<file path="config.mk">
export PLATFORM = sky130hd
export DESIGN_NAME = program_counter_seq
export DESIGN_NICKNAME = d
export VERILOG_FILES = /design/src/rtl/program_counter_seq_pkg.sv /design/src/rtl/pc_return_stack.sv /design/src/rtl/program_counter_seq.sv
export SDC_FILE = /design/constraint.sdc
export NUM_CORES = 1
export LEC_CHECK = 0
export CORE_ASPECT_RATIO = 0.5
export CORE_UTILIZATION = 39
export CTS_BUF_LIST = sky130_fd_sc_hd__clkbuf_4 sky130_fd_sc_hd__clkbuf_8 sky130_fd_sc_hd__clkbuf_16
export DETAILED_ROUTE_END_ITERATION = 10
export MAX_ROUTING_LAYER = met4
export PLACE_DENSITY_LB_ADDON = 0.1
export SLEW_MARGIN = 20
export SYNTH_ARGS = -nofsm -noshare
export SYNTH_HDL_FRONTEND = slang
export SYNTH_SLANG_ARGS = --single-unit
</file>
<file path="constraint.sdc">
create_clock -name clk -period 2.57 [get_ports clk]
set_input_delay 0.514 -clock clk [delete_from_list [all_inputs] [get_ports clk]]
set_output_delay 0.514 -clock clk [all_outputs]
set_load 0.005 [all_outputs]
</file>
<file path="src/rtl/program_counter_seq_pkg.sv">
// Shared encodings and defaults for the fetch-path program counter and its control unit.
`default_nettype none

package program_counter_seq_pkg;

  localparam int DEFAULT_BITS_ADDRESS = 11;
  localparam int DEFAULT_RESET_VECTOR = 0;

  typedef enum logic [2:0] {
    PC_INC    = 3'd0,
    PC_JUMP   = 3'd1,
    PC_BRANCH = 3'd2,
    PC_CALL   = 3'd3,
    PC_RET    = 3'd4
  } pc_action_e;

  // Priority ret > call > jump > branch > increment.
  function automatic pc_action_e pc_select(input logic jump, input logic branch,
                                           input logic call, input logic ret);
    if (ret)         return PC_RET;
    else if (call)   return PC_CALL;
    else if (jump)   return PC_JUMP;
    else if (branch) return PC_BRANCH;
    else             return PC_INC;
  endfunction

endpackage

`default_nettype wire

</file>
<file path="src/rtl/pc_return_stack.sv">
// Return-address LIFO: push writes din on top, pop discards top; dout shows the current top.
`default_nettype none

module pc_return_stack #(
  parameter int WIDTH = 11,
  parameter int DEPTH = 4
) (
  input  logic             clk,
  input  logic             reset,
  input  logic             push,
  input  logic             pop,
  input  logic [WIDTH-1:0] din,
  output logic [WIDTH-1:0] dout,
  output logic             empty,
  output logic             full
);

  localparam int PW = $clog2(DEPTH + 1);
  localparam int IW = (DEPTH > 1) ? $clog2(DEPTH) : 1;
  localparam logic [PW-1:0] PTR_ONE  = PW'(1);
  localparam logic [PW-1:0] PTR_FULL = PW'(DEPTH);

  logic [WIDTH-1:0] mem_q [DEPTH];
  logic [PW-1:0]    ptr_q;
  logic [PW-1:0]    ptr_d;
  logic [PW-1:0]    top_ptr;
  logic             wr_en;

  assign empty   = (ptr_q == '0);
  assign full    = (ptr_q == PTR_FULL);
  assign top_ptr = ptr_q - PTR_ONE;
  assign dout    = mem_q[top_ptr[IW-1:0]];
  assign wr_en   = push && !full && !reset;

  always_comb begin
    ptr_d = ptr_q;
    if (push && !full)
      ptr_d = ptr_q + PTR_ONE;
    else if (pop && !empty)
      ptr_d = ptr_q - PTR_ONE;
  end

  always_ff @(posedge clk) begin
    if (reset) ptr_q <= '0;
    else       ptr_q <= ptr_d;
  end

  // Contents need no reset: the pointer alone defines which entries are valid.
  always_ff @(posedge clk) begin
    if (wr_en) mem_q[ptr_q[IW-1:0]] <= din;
  end

endmodule

`default_nettype wire

</file>
<file path="src/rtl/program_counter_seq.sv">
// Fetch-path PC with increment/jump/branch and call/ret via a return stack.
// Return stack and call/ret semantics are present only when PC_RETURN_STACK_EN is defined.
`default_nettype none

module program_counter_seq
  import program_counter_seq_pkg::*;
#(
  parameter int          bits_address = DEFAULT_BITS_ADDRESS,
  parameter int unsigned RESET_VECTOR = DEFAULT_RESET_VECTOR,
  parameter int          STACK_DEPTH  = 4
) (
  input  logic                    clk,
  input  logic                    reset,
  input  logic                    WrPC,
  input  logic                    jump,
  input  logic                    branch,
  input  logic                    call,
  input  logic                    ret,
  input  logic [bits_address-1:0] target_addr,
  input  logic [bits_address-1:0] offset,
  output logic [bits_address-1:0] address_bus,
  output logic                    stack_empty,
  output logic                    stack_full,
  output logic                    stack_err
);

  localparam logic [bits_address-1:0] PC_ONE   = bits_address'(1);
  localparam logic [bits_address-1:0] PC_RESET = bits_address'(RESET_VECTOR);

  if (STACK_DEPTH < 1) begin : g_depth_check
    $error("program_counter_seq: STACK_DEPTH must be at least 1");
  end

  logic [bits_address-1:0] pc_q, pc_d, pc_plus1;
  logic                    err_q, err_d;
  logic [bits_address-1:0] stk_top;
  logic                    stk_empty, stk_full;
  pc_action_e              action;

`ifdef PC_RETURN_STACK_EN
  localparam bit STACK_EN = 1'b1;

  logic stk_push, stk_pop;

  always_comb begin
    stk_push = WrPC && (action == PC_CALL) && !stk_full;
    stk_pop  = WrPC && (action == PC_RET) && !stk_empty;
  end

  pc_return_stack #(
    .WIDTH (bits_address),
    .DEPTH (STACK_DEPTH)
  ) u_stack (
    .clk   (clk),
    .reset (reset),
    .push  (stk_push),
    .pop   (stk_pop),
    .din   (pc_plus1),
    .dout  (stk_top),
    .empty (stk_empty),
    .full  (stk_full)
  );
`else
  localparam bit STACK_EN = 1'b0;

  // Without a stack, ret always sees "empty" and so falls through to increment.
  assign stk_top   = '0;
  assign stk_empty = 1'b1;
  assign stk_full  = 1'b0;
`endif

  always_comb begin
    action   = pc_select(jump, branch, call, ret);
    pc_plus1 = pc_q + PC_ONE;
    pc_d     = pc_q;
    err_d    = err_q;
    if (WrPC) begin
      case (action)
        PC_RET: begin
          if (!stk_empty) begin
            pc_d = stk_top;
          end else begin
            pc_d = pc_plus1;
            if (STACK_EN) err_d = 1'b1;
          end
        end
        PC_CALL: begin
          pc_d = target_addr;
          if (STACK_EN && stk_full) err_d = 1'b1;
        end
        PC_JUMP:   pc_d = target_addr;
        PC_BRANCH: pc_d = pc_q + offset;
        default:   pc_d = pc_plus1;
      endcase
    end
  end

  always_ff @(posedge clk) begin
    if (reset) begin
      pc_q  <= PC_RESET;
      err_q <= 1'b0;
    end else begin
      pc_q  <= pc_d;
      err_q <= err_d;
    end
  end

  assign address_bus = pc_q;
  assign stack_empty = stk_empty;
  assign stack_full  = stk_full;
  assign stack_err   = err_q;

endmodule

`default_nettype wire
</file>
# Yosys cells after proc, flatten, opt, wreduce, memory -nomap -nowiden
# Index checks and enable logic that the tools add are counted.
[totals]
register_bits = 11
input_bits = 29
output_inout_bits = 14
wordCells = 12
[classes]
addsub = 2
eq_ne = 3
muxes = 5
reduce_logical = 1
[op_table]
columns = ["operator", "count"]
rows = [
  ["11-bit one-hot mux with 2 select lines", 1],
  ["11-bit by 1-bit adder with 11-bit output, second input constant", 1],
  ["11-bit adder", 1],
  ["3-bit by 2-bit == test with 1-bit output, second input constant", 2],
  ["2-bit two-way mux", 3],
  ["3-bit by 1-bit == test with 1-bit output, second input constant", 1],
  ["3-bit two-way mux", 1],
  ["2-bit OR reduction", 1],
]

# Depth between registers and ports, before layout
# Gate-level depths: netlist (run 1).
[logic_depth]
word_depth = 7
ltp_mapped = 11
mapped_depth_nobuf = 10

# Least setup slack after synthesis (run 1)
# No wires, ideal clock.
[synth_path]
path_type = "input to register"
start = "input call"
end = "register pc_q[6], in the netlist address_bus[6]"
setup_time_ns = 0.143
t_arrival_ns = 2.485
required_time_ns = 2.427
setup_slack_ns = -0.058
stages = 11
n_path_buf = 1
cell_sequence = "nor4b_1 -> clkbuf_1 -> nand2b_1 -> ha_1 -> inv_1 -> fa_1 -> nor2b_4 -> o31a_2 -> or3_1 -> nand3_1 -> a311oi_1"
[synth_via]
elab_chain_cells = 5
[synth_rtl]
columns = ["element", "line_no", "rtl"]
rows = [
  ["from (decl)", "program_counter_seq.sv:17", "input logic call,"],
  ["2-bit two-way mux (*)", "program_counter_seq_pkg.sv:21", "else if (call) return PC_CALL;"],
  ["3-bit two-way mux (*)", "program_counter_seq_pkg.sv:20", "if (ret) return PC_RET;"],
  ["3-bit by 1-bit == test with 1-bit output or 3-bit by 2-bit == test with 1-bit output (tied branches)", "program_counter_seq.sv:78", "case (action)"],
  ["2-bit OR reduction (no source line)", "--", ""],
  ["11-bit one-hot mux with 2 select lines (*)", "program_counter_seq.sv:78", ""],
  ["to (signal assigned)", "program_counter_seq.sv:103", "pc_q <= pc_d;"],
  ["to (decl)", "program_counter_seq.sv:34", "logic [bits_address-1:0] pc_q, pc_d, pc_plus1;"],
]
# Every way passes the cells marked *; elsewhere a longest branch is shown, timed or not.
# A chain may end at the register's enable or synchronous reset.

# Worst setup path after layout (run 1)
[layout_path]
start = "input branch"
end = "register pc_q[9], in the netlist address_bus[9]"
[layout_via]
elab_chain_cells = 7
[layout_rtl]
columns = ["element", "line_no", "rtl"]
rows = [
  ["from (decl)", "program_counter_seq.sv:16", "input logic branch,"],
  ["2-bit two-way mux (*)", "program_counter_seq_pkg.sv:23", "else if (branch) return PC_BRANCH;"],
  ["2-bit two-way mux (*)", "program_counter_seq_pkg.sv:22", "else if (jump) return PC_JUMP;"],
  ["2-bit two-way mux (*)", "program_counter_seq_pkg.sv:21", ""],
  ["3-bit two-way mux (*)", "program_counter_seq_pkg.sv:20", ""],
  ["3-bit by 1-bit == test with 1-bit output or 3-bit by 2-bit == test with 1-bit output (tied branches)", "program_counter_seq.sv:78", ""],
  ["2-bit OR reduction (no source line)", "--", ""],
  ["11-bit one-hot mux with 2 select lines (*)", "program_counter_seq.sv:78", ""],
]
# Marked as above.

==> results of run 1 <==
synthesized netlist by cell type, types with 3 or more instances:
cell / count
inv_1: 4
nand2_1: 17
buf_4: 3
clkbuf_1: 5
nand3_1: 4
xnor2_1: 3
nand2b_1: 3
a21oi_1: 4
a311oi_1: 4
a21o_1: 4
nor3_1: 4
nor2_1: 12
dfxtp_1: 11
ha_1: 10
o211ai_1: 4
and2_1: 8
stage by stage:
step,TNS (ns),cell area (um2),std cells,setup slack (ns),hold WS (ns)
3_5_place_dp,-3.790,1632,228,-0.5279,0.4882
3_3_place_gp,-3.846,1632,228,-0.5124,0.4874
2_1_floorplan,0,1092,141,0.06062,0.4833
6_report,0,1727,235,0.1409,0.5049
4_1_cts,0,1717,233,0.01193,0.4982
5_1_grt,0,1727,235,0.04462,0.5341
layer usage:
metal | wire [um] | track usage (%) | vias up
li1 | - | - | 622
met4 | 24 | 4.808 | 0
met5 | 0 | - | -
met1 | 1537 | 29.34 | 536
met3 | 191 | 6.824 | 4
met2 | 1240 | 35.14 | 31
cells by family (layout without fill, tap and decap cells):
kind of cell | Yosys count | after routing
AND/OR/NAND/NOR | 61 | 61
other | 2 | 3
flip-flops | 11 | 11
XOR/XNOR | 4 | 4
adder cells (fa/ha/maj) | 11 | 11
buffers and inverters | 13 | 70
AO/OA/AOI/OAI | 38 | 38
power groups by stage:
stage               clock [mW]  sequential [mW]  combinational, mW
floorplan                    0            0.197             0.0873
global placement             0            0.197              0.191
detailed placement           0            0.197              0.191
CTS                      0.205            0.194              0.196
global route             0.211            0.196              0.217
finish                   0.198            0.194              0.198
placed cells by master (no fill, tap or decap), types with 2 or more instances in the layout:
| cell type | Yosys | routed |
|---|---|---|
| o21a_1 | 2 | 2 |
| and3_1 | 2 | 2 |
| nor3_1 | 4 | 4 |
| nand3b_1 | 2 | 2 |
| conb_1 | 2 | 3 |
| nand2b_1 | 3 | 3 |
| buf_4 | 3 | 23 |
| dfxtp_1 | 11 | 11 |
| a21oi_1 | 4 | 3 |
| a311oi_1 | 4 | 4 |
| a21o_1 | 4 | 4 |
| o21ai_1 | 2 | 3 |
| a21oi_2 | 1 | 2 |
| and2_1 | 8 | 7 |
| a31oi_1 | 2 | 2 |
| clkbuf_2 | 0 | 2 |
| clkdlybuf4s50_1 | 0 | 35 |
| nand2_1 | 17 | 17 |
| clkbuf_8 | 0 | 3 |
| ha_1 | 10 | 8 |
| nand3_1 | 4 | 4 |
| nor2_1 | 12 | 12 |
| o211ai_1 | 4 | 4 |
| o211a_1 | 2 | 2 |
| xnor2_1 | 3 | 3 |
| a211oi_1 | 2 | 2 |
| inv_1 | 4 | 3 |
| nor2b_1 | 2 | 2 |
final cells by class:
cell class,count,area (um2),area share (%)
timing repair buffer,62,546.8,31.67
inverter,4,15.01,0.8696
tap,37,46.29,2.681
sequential,11,220.2,12.75
clock buffer,4,48.80,2.826
multi-input combinational,117,849.6,49.20
final timing paths:
path | startpoint | end | cells past startpoint
max | branch | address_bus[9] | 12
min | address_bus[3] | address_bus[3] | 2
min reg2reg | address_bus[3] | address_bus[3] | 2
max reg2reg | address_bus[0] | address_bus[4] | 8
worst register-to-register path, stage by stage (launching register included):
cell      delay (ns)
dfxtp_1         0.35
ha_2            0.20
inv_2           0.04
fa_2            0.36
nor2b_4         0.13
o21a_1          0.13
nor3_1          0.04
or3b_1          0.35
a311oi_2        0.23
repair_timing:
item	in CTS	in global routing
setup endpoints to repair	9	5
resized for setup	14	6
pin swaps	6	6
setup buffers	1	2
==> results.json, run 1 <==
{
  "antenna_found_initial": 0,
  "placementRows": 13,
  "area_delta_synth_final_pct": 59.72,
  "synth_area_um2": 1081,
  "pin_count": 43,
  "initial_core_util_pct": 41.28,
  "fmax_ghz": 0.4117,
  "synth_cells": 140,
  "async_flop_share_pct": 0,
  "synth_mux_area_share_pct": 0,
  "synth_area_leaders": "dfxtp_1 20%, ha_1 12%, nand2_1 5.9%",
  "avgViaCountPerCell": 5.077,
  "status": "completed",
  "synth_top_family_by_area": "simple AND/OR/NAND/NOR gates",
  "postRouteAntennaNets": 0,
  "dpl.hpwl_um": 2273,
  "cts_root_buf": "clkbuf_8",
  "arrival_ns": 2.57,
  "period_minus_slack_ns": 2.429,
  "fillers": 250,
  "synth_xor_area_share_pct": 3.241,
  "grt_pass1_vias": 1038,
  "wl_per_cell_um": 12.74,
  "coreArea_um2": 2619,
  "cpPeakStageDelay_ns": 0.35,
  "dieArea_um2": 2999,
  "path_clk_slew_ns": 0.06,
  "seq_area_frac_synth_pct": 20.37,
  "ys_warn_count": 0,
  "yosys.area_share.simple_pct": 29.51,
  "maxCapViolations": 0,
  "ir_drop_v": 0.0002161,
  "seq_power_share_pct": 32.9,
  "r2r_slack_ns": 0.65,
  "power.total_mw": 0.5898,
  "grt_max_degree": 17,
  "crit_path_top_delay_cell": "ha_1",
  "leakagePower_nw": 0.7975,
  "hold_class": "flop to flop",
  "final-setup-viol-count": 0,
  "worstPathMaxFanout": 6,
  "cts_tree": "done",
  "path_cells": "dlygate4sd2_1 > nor4b_4 > buf_4 > buf_4 > buf_4 > and2_1 > ha_1 > and3_1 > nand2_1 > a21oi_1 > o2111a_1 > nor3_1",
  "grt_usage_pct": 22.63,
  "cts_buffers": 3,
  "pwr-share-comb_pct": 33.6,
  "cts_max_path_buffers": 2,
  "powerDensity_nw_per_um2": 341.6,
  "synth-edff-count": 0,
  "yosys.cell_types.count": 46,
  "cts_max_level": 1,
  "cts.sinks": 11,
  "syn_area_per_cell_um2": 7.722,
  "die_y_um": 39.23,
  "drt-total-wl_um": 2993,
  "diodes": 0,
  "yosys.area.top_type_share_pct": 20.37,
  "ys_ff_latch": 11,
  "routed-via-count": 1193,
  "gp_congestion": 0.8204,
  "synth-compound-area-share_pct": 27.08,
  "internal_power_mw": 0.4224,
  "drive_gt1_share_pct": 20.71,
  "drt_iter0_drc": 29,
  "largest_reg_flops": 11,
  "dr.pass1.iters": 4,
  "insertion_delay_ns": 0.24,
  "clkPwrFrac_pct": 33.5,
  "slew_violations": 0,
  "worstSetupStartpointType": "primary input",
  "synthAdderAreaFrac_pct": 13.43,
  "critPathCaptureType": "flop",
  "drcViolationCount": 0,
  "crit_type": "primary input to flop",
  "overflow": 0,
  "critPathBufInv": 4,
  "portBuffers": 39,
  "path_common_cell": "buf_4",
  "skew_ns": 0.002183,
  "die_w_um": 76.46,
  "max-slew-margin-rel_pct": 35.75,
  "grt_pass1_wl_um": 4843,
  "ctsHoldBuffers": 0,
  "sw_frac_of_total_pct": 28.39,
  "fin_crit_sh_pct": 94.52,
  "final_util_pct": 65.93,
  "yosysTopAreaCell": "dfxtp_1",
  "power_switching_mw": 0.1674,
  "required_ns": 2.71,
  "hold_violations": 0,
  "rsz0062_at_grt": "no",
  "crit_family": "buffers and inverters",
  "finalNetCount": 239,
  "worstMarginPinSlew_ns": 0.9618,
  "synth_ff_type": "dfxtp_1"
}
No activity file was read; power rests on OpenSTA's default activity.
==> run 2, diff against run 1 <==
--- a/config.mk
+++ b/config.mk
@@ -8,6 +8,7 @@
 export CORE_ASPECT_RATIO = 0.5
 export CORE_UTILIZATION = 39
 export CTS_BUF_LIST = sky130_fd_sc_hd__clkbuf_4 sky130_fd_sc_hd__clkbuf_8 sky130_fd_sc_hd__clkbuf_16
+export CTS_CLUSTER_SIZE = 12
 export DETAILED_ROUTE_END_ITERATION = 10
 export MAX_ROUTING_LAYER = met4
 export PLACE_DENSITY_LB_ADDON = 0.1
==> results of run 2 <==
No change in the layout: final DEF, timing and power equal those of run 1.
==> run 3, diff against run 2 <==
--- a/config.mk
+++ b/config.mk
@@ -12,7 +12,7 @@
 export DETAILED_ROUTE_END_ITERATION = 10
 export MAX_ROUTING_LAYER = met4
 export PLACE_DENSITY_LB_ADDON = 0.1
-export SLEW_MARGIN = 20
+export SLEW_MARGIN = 30
 export SYNTH_ARGS = -nofsm -noshare
 export SYNTH_HDL_FRONTEND = slang
 export SYNTH_SLANG_ARGS = --single-unit
==> results.json, run 3 (synthesis results as in run 1) <==
{
  "status": "completed",
  "r2r_slack_ns": 0.66,
  "sw_frac_of_total_pct": 28.56,
  "avgViaCountPerCell": 5.047,
  "final_cell_mix": "35 x clkdlybuf4s50_1, 23 x buf_4, 17 x nand2_1",
  "path_cells": "clkdlybuf4s15_2 > nor4b_4 > buf_4 > buf_4 > and2_4 > ha_4 > nor2b_4 > o31a_2 > or3_1 > nand3_1 > a311oi_1",
  "finalNetCount": 239,
  "dieArea_um2": 2999,
  "cts_buffers": 3,
  "cp-endpoint": "address_bus[6]",
  "pwr-share-comb_pct": 33.6,
  "clkPwrFrac_pct": 33.6,
  "drt_iter0_drc": 39,
  "hold_path_depth": 2,
  "slew_violations": 0,
  "drive_gt1_share_pct": 21.21,
  "insertion_delay_ns": 0.25,
  "fmax_ghz": 0.4067,
  "r2r_start": "address_bus[0]",
  "antenna_found_initial": 0,
  "final_util_pct": 66.03,
  "dpl.hpwl_um": 2273,
  "leakagePower_nw": 0.7969,
  "internal_power_mw": 0.4233,
  "crit_type": "primary input to flop",
  "diodes": 0,
  "overflow": 0,
  "grt_pass1_vias": 1038,
  "required_ns": 2.70,
  "r2r-end": "address_bus[4]",
  "max-slew-margin-rel_pct": 59.56,
  "cts_root_buf": "clkbuf_8",
  "final-setup-viol-count": 0,
  "maxCapViolations": 0,
  "coreArea_um2": 2619,
  "cts_tree": "done",
  "post-route-worst-setup-slack_ns": 0.1114,
  "crit_family": "simple AND/OR/NAND/NOR gates",
  "area_delta_synth_final_pct": 59.95,
  "path_common_cell": "buf_4",
  "worstMarginPinSlew_ns": 0.6047,
  "cts_max_level": 1,
  "grt_pass1_wl_um": 4843,
  "dr.pass1.iters": 4,
  "worstSetupStartpointType": "primary input",
  "cpPeakStageDelay_ns": 0.35,
  "worstPathMaxFanout": 5,
  "critPathCaptureType": "flop",
  "hold_class": "flop to flop",
  "wl_per_cell_um": 12.84,
  "powerDensity_nw_per_um2": 342.7,
  "drt-total-wl_um": 3018,
  "grt_usage_pct": 22.63,
  "power.total_mw": 0.5925,
  "critPathLaunch": "ret",
  "cp.depth": 11,
  "drcViolationCount": 0,
  "gp_congestion": 0.8204,
  "power_switching_mw": 0.1692,
  "cts.sinks": 11,
  "path_clk_slew_ns": 0.06,
  "seq_power_share_pct": 32.8,
  "grt_max_degree": 17,
  "ir_drop_v": 0.0002161,
  "reg2reg_depth": 8,
  "fin_crit_sh_pct": 95.66,
  "skew_ns": 0.003033,
  "hold_violations": 0,
  "placementRows": 13,
  "arrival_ns": 2.59,
  "cts_max_path_buffers": 2,
  "largest_reg_flops": 11,
  "portBuffers": 39,
  "pin_count": 43,
  "die_y_um": 39.23,
  "period_minus_slack_ns": 2.459,
  "routed-via-count": 1186,
  "dp_slack_ns": -0.5279,
  "postRouteAntennaNets": 0,
  "critPathBufInv": 3,
  "final_common_cell": "clkdlybuf4s50_1",
  "die_w_um": 76.46,
  "crit_path_top_delay_cell": "or3_1",
  "initial_core_util_pct": 41.28
}
==> run 3: cell type report <==
type                    count  area [um2]
multi-input cells         117       845.8
inverters                   4       15.01
fillers                   249       889.6
flip-flops and latches     11       220.2
repair buffers             62       553.0
clock buffers               4       48.80
well taps                  37       46.29
==> run 3: repair_timing <==
action | in CTS | in global routing
endpoints found under the setup margin | 9 | 5
gates resized for setup | 14 | 3
pin swaps | 6 | 6
setup buffers | 1 | 2
hold buffers | 0 | 0
==> run 3: worst min path at each step <==
stage / startpoint / to / slack (ns)
2_1_floorplan: address_bus[5] / address_bus[5] / 0.48
3_3_place_gp: address_bus[5] / address_bus[5] / 0.49
3_5_place_dp: address_bus[5] / address_bus[5] / 0.49
4_1_cts: address_bus[5] / address_bus[5] / 0.50
5_1_grt: address_bus[0] / address_bus[0] / 0.53
6_report: address_bus[0] / address_bus[0] / 0.51
==> run 3: through the flow <==
stage	hold slack [ns]	instances	cell area [um2]	TNS [ns]
detailed placement	0.4882	228	1632	-3.790
finish	0.5076	235	1729	0
CTS	0.4982	233	1717	0
global placement	0.4874	228	1632	-3.846
global route	0.5341	235	1729	-0.0008042
floorplan	0.4833	141	1092	0
==> run 3: power by group through the flow <==
stage,Combinational (mW),Sequential [mW],Clock (mW)
CTS,0.196,0.194,0.205
floorplan,0.0873,0.197,0
global route,0.218,0.196,0.211
finish,0.199,0.194,0.199
global placement,0.191,0.197,0
detailed placement,0.191,0.197,0
==> run 3: metal layers <==
metal	vias to the layer above	global-route usage, %	routed length [um]
met5	-	-	0
met4	0	4.808	12
met3	2	6.824	212
met2	34	35.14	1222
met1	530	29.34	1570
li1	620	-	-
==> run 3: tightest hold or removal path: stages, from the launching register on <==
cell and delay, ns:
dfxtp_1 0.32, nor2_1 0.08, a311oi_1 0.05
